==> src/rtl/multicycle_control_unit.sv <==
// Multi-cycle CPU controller: a five-stage IF/ID/EXE/MEM/WB sequencer that also has an absorbing HALT state.
// Control outputs are combinational from the state, the opcode and the ALU Zero flag.
module multicycle_control_unit #(
  parameter int OPW    = 6,
  parameter int ALUOPW = 3
) (
  input  logic              CLK,
  input  logic              Reset,
  input  logic [OPW-1:0]    Opcode,
  input  logic              Zero,
  input  logic              MemReady,
  output logic              PCWre,
  output logic [1:0]        PCSrc,
  output logic              IRWre,
  output logic              ExtSel,
  output logic              ALUSrcA,
  output logic              ALUSrcB,
  output logic [ALUOPW-1:0] ALUOp,
  output logic              mRD,
  output logic              mWR,
  output logic              RegDst,
  output logic              DBDataSrc,
  output logic              RegWre,
  output logic              Halted,
  output logic [2:0]        State
);

  typedef enum logic [2:0] {
    S_IF   = 3'b000,
    S_ID   = 3'b001,
    S_EXE  = 3'b010,
    S_MEM  = 3'b011,
    S_WB   = 3'b100,
    S_HALT = 3'b101
  } state_t;

  typedef enum logic [2:0] {
    C_NOP, C_ALU, C_LW, C_SW, C_BR, C_J, C_HALT
  } iclass_t;

  localparam logic [OPW-1:0] OP_ADD   = OPW'(6'b000000);
  localparam logic [OPW-1:0] OP_SUB   = OPW'(6'b000001);
  localparam logic [OPW-1:0] OP_ADDIU = OPW'(6'b000010);
  localparam logic [OPW-1:0] OP_AND   = OPW'(6'b010000);
  localparam logic [OPW-1:0] OP_ANDI  = OPW'(6'b010001);
  localparam logic [OPW-1:0] OP_ORI   = OPW'(6'b010010);
  localparam logic [OPW-1:0] OP_SLL   = OPW'(6'b011000);
  localparam logic [OPW-1:0] OP_SLTI  = OPW'(6'b011100);
  localparam logic [OPW-1:0] OP_SW    = OPW'(6'b100110);
  localparam logic [OPW-1:0] OP_LW    = OPW'(6'b100111);
  localparam logic [OPW-1:0] OP_BEQ   = OPW'(6'b110000);
  localparam logic [OPW-1:0] OP_BNE   = OPW'(6'b110001);
  localparam logic [OPW-1:0] OP_J     = OPW'(6'b111000);
  localparam logic [OPW-1:0] OP_HALT  = OPW'(6'b111111);

  localparam logic [ALUOPW-1:0] ALU_ADD = ALUOPW'(3'b000);
  localparam logic [ALUOPW-1:0] ALU_SUB = ALUOPW'(3'b001);
  localparam logic [ALUOPW-1:0] ALU_AND = ALUOPW'(3'b010);
  localparam logic [ALUOPW-1:0] ALU_OR  = ALUOPW'(3'b011);
  localparam logic [ALUOPW-1:0] ALU_SLL = ALUOPW'(3'b100);
  localparam logic [ALUOPW-1:0] ALU_SLT = ALUOPW'(3'b101);

  state_t              state_r;
  state_t              next_state_s;
  iclass_t             iclass_s;
  logic [ALUOPW-1:0]   alu_op_s;
  logic                src_a_s;
  logic                src_b_s;
  logic                ext_s;
  logic                rtype_s;
  logic                taken_s;

  // State register
  always_ff @(posedge CLK) begin
    if (Reset) begin
      state_r <= S_IF;
    end else begin
      state_r <= next_state_s;
    end
  end

  // Opcode decode into an instruction class and the ALU-side controls
  always_comb begin
    iclass_s = C_NOP;
    alu_op_s = ALU_ADD;
    src_a_s  = 1'b0;
    src_b_s  = 1'b0;
    ext_s    = 1'b1;
    rtype_s  = 1'b0;
    taken_s  = 1'b0;
    case (Opcode)
      OP_ADD:   begin iclass_s = C_ALU; rtype_s = 1'b1; end
      OP_SUB:   begin iclass_s = C_ALU; rtype_s = 1'b1; alu_op_s = ALU_SUB; end
      OP_ADDIU: begin iclass_s = C_ALU; src_b_s = 1'b1; end
      OP_AND:   begin iclass_s = C_ALU; rtype_s = 1'b1; alu_op_s = ALU_AND; end
      OP_ANDI:  begin iclass_s = C_ALU; src_b_s = 1'b1; alu_op_s = ALU_AND; ext_s = 1'b0; end
      OP_ORI:   begin iclass_s = C_ALU; src_b_s = 1'b1; alu_op_s = ALU_OR;  ext_s = 1'b0; end
      OP_SLL:   begin iclass_s = C_ALU; rtype_s = 1'b1; src_a_s = 1'b1; alu_op_s = ALU_SLL; end
      OP_SLTI:  begin iclass_s = C_ALU; src_b_s = 1'b1; alu_op_s = ALU_SLT; end
      OP_SW:    begin iclass_s = C_SW;  src_b_s = 1'b1; end
      OP_LW:    begin iclass_s = C_LW;  src_b_s = 1'b1; end
      OP_BEQ:   begin iclass_s = C_BR;  alu_op_s = ALU_SUB; taken_s = Zero; end
      OP_BNE:   begin iclass_s = C_BR;  alu_op_s = ALU_SUB; taken_s = ~Zero; end
      OP_J:     begin iclass_s = C_J; end
      OP_HALT:  begin iclass_s = C_HALT; end
      default:  begin iclass_s = C_NOP; end
    endcase
  end

  // Next-state and strobe generation; Reset forces every output low
  always_comb begin
    next_state_s = state_r;
    PCWre     = 1'b0;
    PCSrc     = 2'b00;
    IRWre     = 1'b0;
    ExtSel    = 1'b0;
    ALUSrcA   = 1'b0;
    ALUSrcB   = 1'b0;
    ALUOp     = ALU_ADD;
    mRD       = 1'b0;
    mWR       = 1'b0;
    RegDst    = 1'b0;
    DBDataSrc = 1'b0;
    RegWre    = 1'b0;
    Halted    = 1'b0;
    State     = 3'b000;
    if (Reset) begin
      next_state_s = S_IF;
    end else begin
      State = state_r;
      // ALU controls stay valid from EXE through WB
      if (state_r == S_EXE || state_r == S_MEM || state_r == S_WB) begin
        ExtSel  = ext_s;
        ALUSrcA = src_a_s;
        ALUSrcB = src_b_s;
        ALUOp   = alu_op_s;
      end else begin
        ExtSel  = 1'b0;
      end
      case (state_r)
        S_IF: begin
          IRWre        = 1'b1;
          next_state_s = S_ID;
        end
        S_ID: begin
          case (iclass_s)
            C_J:     begin PCWre = 1'b1; PCSrc = 2'b11; next_state_s = S_IF; end
            C_HALT:  begin next_state_s = S_HALT; end
            C_NOP:   begin PCWre = 1'b1; next_state_s = S_IF; end
            default: begin next_state_s = S_EXE; end
          endcase
        end
        S_EXE: begin
          case (iclass_s)
            C_BR: begin
              PCWre        = 1'b1;
              PCSrc        = taken_s ? 2'b01 : 2'b00;
              next_state_s = S_IF;
            end
            C_LW, C_SW: next_state_s = S_MEM;
            default:    next_state_s = S_WB;
          endcase
        end
        S_MEM: begin
          mRD = (iclass_s == C_LW);
          mWR = (iclass_s == C_SW);
          if (!MemReady) begin
            next_state_s = S_MEM;
          end else if (iclass_s == C_LW) begin
            next_state_s = S_WB;
          end else begin
            PCWre        = 1'b1;
            next_state_s = S_IF;
          end
        end
        S_WB: begin
          RegWre       = 1'b1;
          RegDst       = rtype_s;
          DBDataSrc    = (iclass_s == C_LW);
          PCWre        = 1'b1;
          next_state_s = S_IF;
        end
        S_HALT: begin
          Halted       = 1'b1;
          next_state_s = S_HALT;
        end
        default: next_state_s = S_IF;
      endcase
    end
  end

endmodule

==> config.mk <==
export PLATFORM = sky130hd
export DESIGN_NAME = multicycle_control_unit
export DESIGN_NICKNAME = d
export VERILOG_FILES = /design/src/rtl/multicycle_control_unit.sv
export SDC_FILE = /design/constraint.sdc
export NUM_CORES = 1
export LEC_CHECK = 0
export CORE_ASPECT_RATIO = 0.8
export CORE_MARGIN = 8
export CORE_UTILIZATION = 30
export CTS_CLUSTER_SIZE = 10
export DETAILED_ROUTE_END_ITERATION = 10
export GPL_TIMING_DRIVEN = 0
export PLACE_DENSITY_LB_ADDON = 0.08
export SLEW_MARGIN = 0
export SYNTH_ARGS = -nofsm -noshare
export SYNTH_HDL_FRONTEND = slang
export SYNTH_SLANG_ARGS = --single-unit
export TNS_END_PERCENT = 10
==> constraint.sdc <==
create_clock -name CLK -period 3.8 [get_ports CLK]
set_clock_uncertainty 0.15 [all_clocks]
set_input_delay 0.76 -clock CLK [delete_from_list [all_inputs] [get_ports CLK]]
set_output_delay 0.76 -clock CLK [all_outputs]
set_load 0.05 [all_outputs]
==> flow_metrics.tcl <==
set metrics [dict create \
    dieArea_um2 3880 \
    synth-simple-area-share_pct 50.0 \
    criticalPathCategory "input port to output pin" \
    wl_per_cell_um 13.8 \
    slew_violations 0 \
    die_y_um 57.3 \
    yosys-top-cells-area "dfxtp_1 9.4%, nand2b_1 8.8%, nor2_1 5.9%, nor3_1 4.7%, buf_2 3.9%" \
    grt_pass1_vias 697 \
    grt_usage_pct 10.3 \
    wl_um 2050 \
    route.detailed.drc 0 \
    place_area_um2 912 \
    clk_pin_slew_ns 0.03 \
    grt_antenna_before_repair 0 \
    cp_max_fo 7 \
    vias_per_cell 5.37 \
    core_area_um2 2080 \
    placed_cells 145 \
    nets 135 \
    drive_gt1_share_pct 17.7 \
    yosysTopAreaCellShare_pct 9.38 \
    cts.sinks 3 \
    crit_arrival_ns 2.79 \
    diodes 0 \
    synth_cells 96 \
    syn_avg_cell_area_um2 6.67 \
    start_util_pct 30.8 \
    clock_tree.buffer_depth 2 \
    synth.cell_area_um2 641 \
    grt_max_degree 11 \
    p_total_mw 0.164 \
    gp_congestion 0.780 \
    yosys_warnings 0 \
    largest_reg_flops 3 \
    synth_cell_types 40 \
    fin_crit_sh_pct 97.3 \
    cts_root_buf "clkbuf_4" \
    biggestRegsByFlops "state_r x3" \
    setup_viol 0 \
    die_w_um 67.7 \
    p_per_area_nw_per_um2 174 \
    synth_top_family_by_area "simple AND/OR/NAND/NOR gates" \
    crit_required_ns 2.89 \
    nFillCells 251 \
    timing.final.hold_violations 0 \
    crit_path_end_kind "output pin" \
    syn_to_final_growth_pct 47.1 \
    post-cts-setup-buffer-count 0 \
    synth_flop_cell "dfxtp_1" \
    final_cells 149 \
    synth_top_area_cell "dfxtp_1" \
    place_hpwl_um 1600 \
    cts_htree_levels 1 \
    status "complete, no violations" \
    clock.fmax_mhz 271 \
    synth-seq-cells 3 \
    tightest_slew_ns 0.519 \
    crit_path_top_delay_cell "clkdlybuf4s50_1" \
    hold_ws_ns 0.515 \
    synth_edf_count 0 \
    muxShareOfSynthArea_pct 3.13 \
    firstDrtPassIters 4 \
    synth_fa_ha_area_share_pct 0 \
    slowest_delay_ns 0.53 \
    leakage_nw 0.445 \
    ctsHoldBuffers 0 \
    yosysSeqAreaShare_pct 9.38 \
    ir_drop_mv 0.183 \
    cts_buffers 3 \
    via_count 800 \
    multi_input_area_um2 510 \
    fp-row-count 15 \
    final_antenna_net_count 0 \
    fin_crit_ns 3.70 \
    grt_pass1_wl_um 3280 \
    synth_xor_area_share_pct 2.73 \
    grt_overflow_total 0 \
    hold_path.class "flop to flop" \
    clock_latency_ns 0.23 \
    synth_nets 106 \
    async_reset_ff_share_pct 0 \
    cap_violations 0 \
    rsz0062_at_grt "false" \
    portBuffers 24 \
    start_kind "input port" \
    top_register "state_r" \
    cts_tree "built" \
    ios 29 \
    setup_tns_ns 0 \
    ff_latch_area_um2 60.1 \
    finish.instance_area_um2 942 \
    synth_compound_area_share_pct 23.8 \
    path_cells "clkdlybuf4s50_1 > or3b_4 > or4_4 > nor3_1 > clkdlybuf4s15_2" \
    drt_iter0_drc 33 \
    maxSlewHeadroom_pct 65.3 \
]
[worst max-delay path: cells and delay by family]
family	cells	cell delay [ns]
buffers and inverters	2	0.92
and+or+nand+nor	3	1.11
[per-layer routing]
layer / vias to the layer above / share of wire (%) / GRT usage [%]
met4: 0 / 0 / 0.893
met2: 27 / 43 / 13.9
met3: 0 / 11 / 4.88
met1: 371 / 46 / 14.6
li1: 402 / - / -
met5: - / 0 / 0
[cells in the final DEF, fill, tap and decap left out, types with 2 or more instances in the layout]
cell	count
buf_2	6
clkbuf_4	3
a31oi_1	3
a32oi_1	2
xor2_1	2
nand2b_1	9
nor4_1	3
clkdlybuf4s50_1	15
clkbuf_1	4
clkbuf_2	2
inv_1	5
nand3_1	3
dfxtp_1	3
nor3b_1	2
or3b_2	2
nand2_1	6
dlymetal6s2s_1	5
o211ai_1	2
nor3_1	6
nor2b_1	3
a21o_1	2
nor2_1	10
a21oi_1	2
mux2i_1	2
[cell usage after synthesis, types with 3 or more instances]
library cell	instances
a31oi_1	3
buf_2	5
clkbuf_1	4
dfxtp_1	3
inv_1	5
nand2_1	6
nand2b_1	9
nand3_1	3
nor2_1	10
nor2b_1	3
nor3_1	6
nor4_1	3
[metrics by stage]
stage               utilization, %  worst slack (ns)
floorplan                        -            0.0568
global placement              43.8            -0.352
detailed placement            43.8            -0.400
CTS                           45.2           0.00238
global route                  45.2            0.0318
finish                        45.2             0.104
[kinds of logic after synthesis]
family	after synthesis
DFF	3
AOI/OAI and AO/OA	20
and+or+nand+nor	54
muxes	2
buffers and inverters	15
xor gates and xnor gates	2
[timing repair]
action,CTS,global route
resized for setup,11,8
setup endpoints to repair,8,7
endpoints found under the hold margin,0,0
[worst paths after layout]
kind,start,endpoint,slack (ns),cells after the start
setup / recovery,Opcode[0],PCSrc[1],0.10,5
hold / removal,state_r[2],state_r[0],0.51,3
setup reg to reg,state_r[2],state_r[2],2.46,4
hold reg to reg,state_r[2],state_r[0],0.51,3
[where the power goes]
| part | internal, mW | switching (mW) |
|---|---|---|
| Combinational | 0.0286 | 0.0461 |
| Clock | 0.0392 | 0.0151 |
| Sequential | 0.0334 | 0.00133 |
| Total | 0.101 | 0.0625 |
[area by class of cell]
class | instances | area share, %
plain buffers | 10 | 5.58
clock buffers | 4 | 2.79
inverters | 5 | 1.99
multi-input cells | 78 | 54.2
flip-flops and latches | 3 | 6.37
well taps | 25 | 3.32
repair buffers | 24 | 25.8
(Power assumes the default switching activity.)
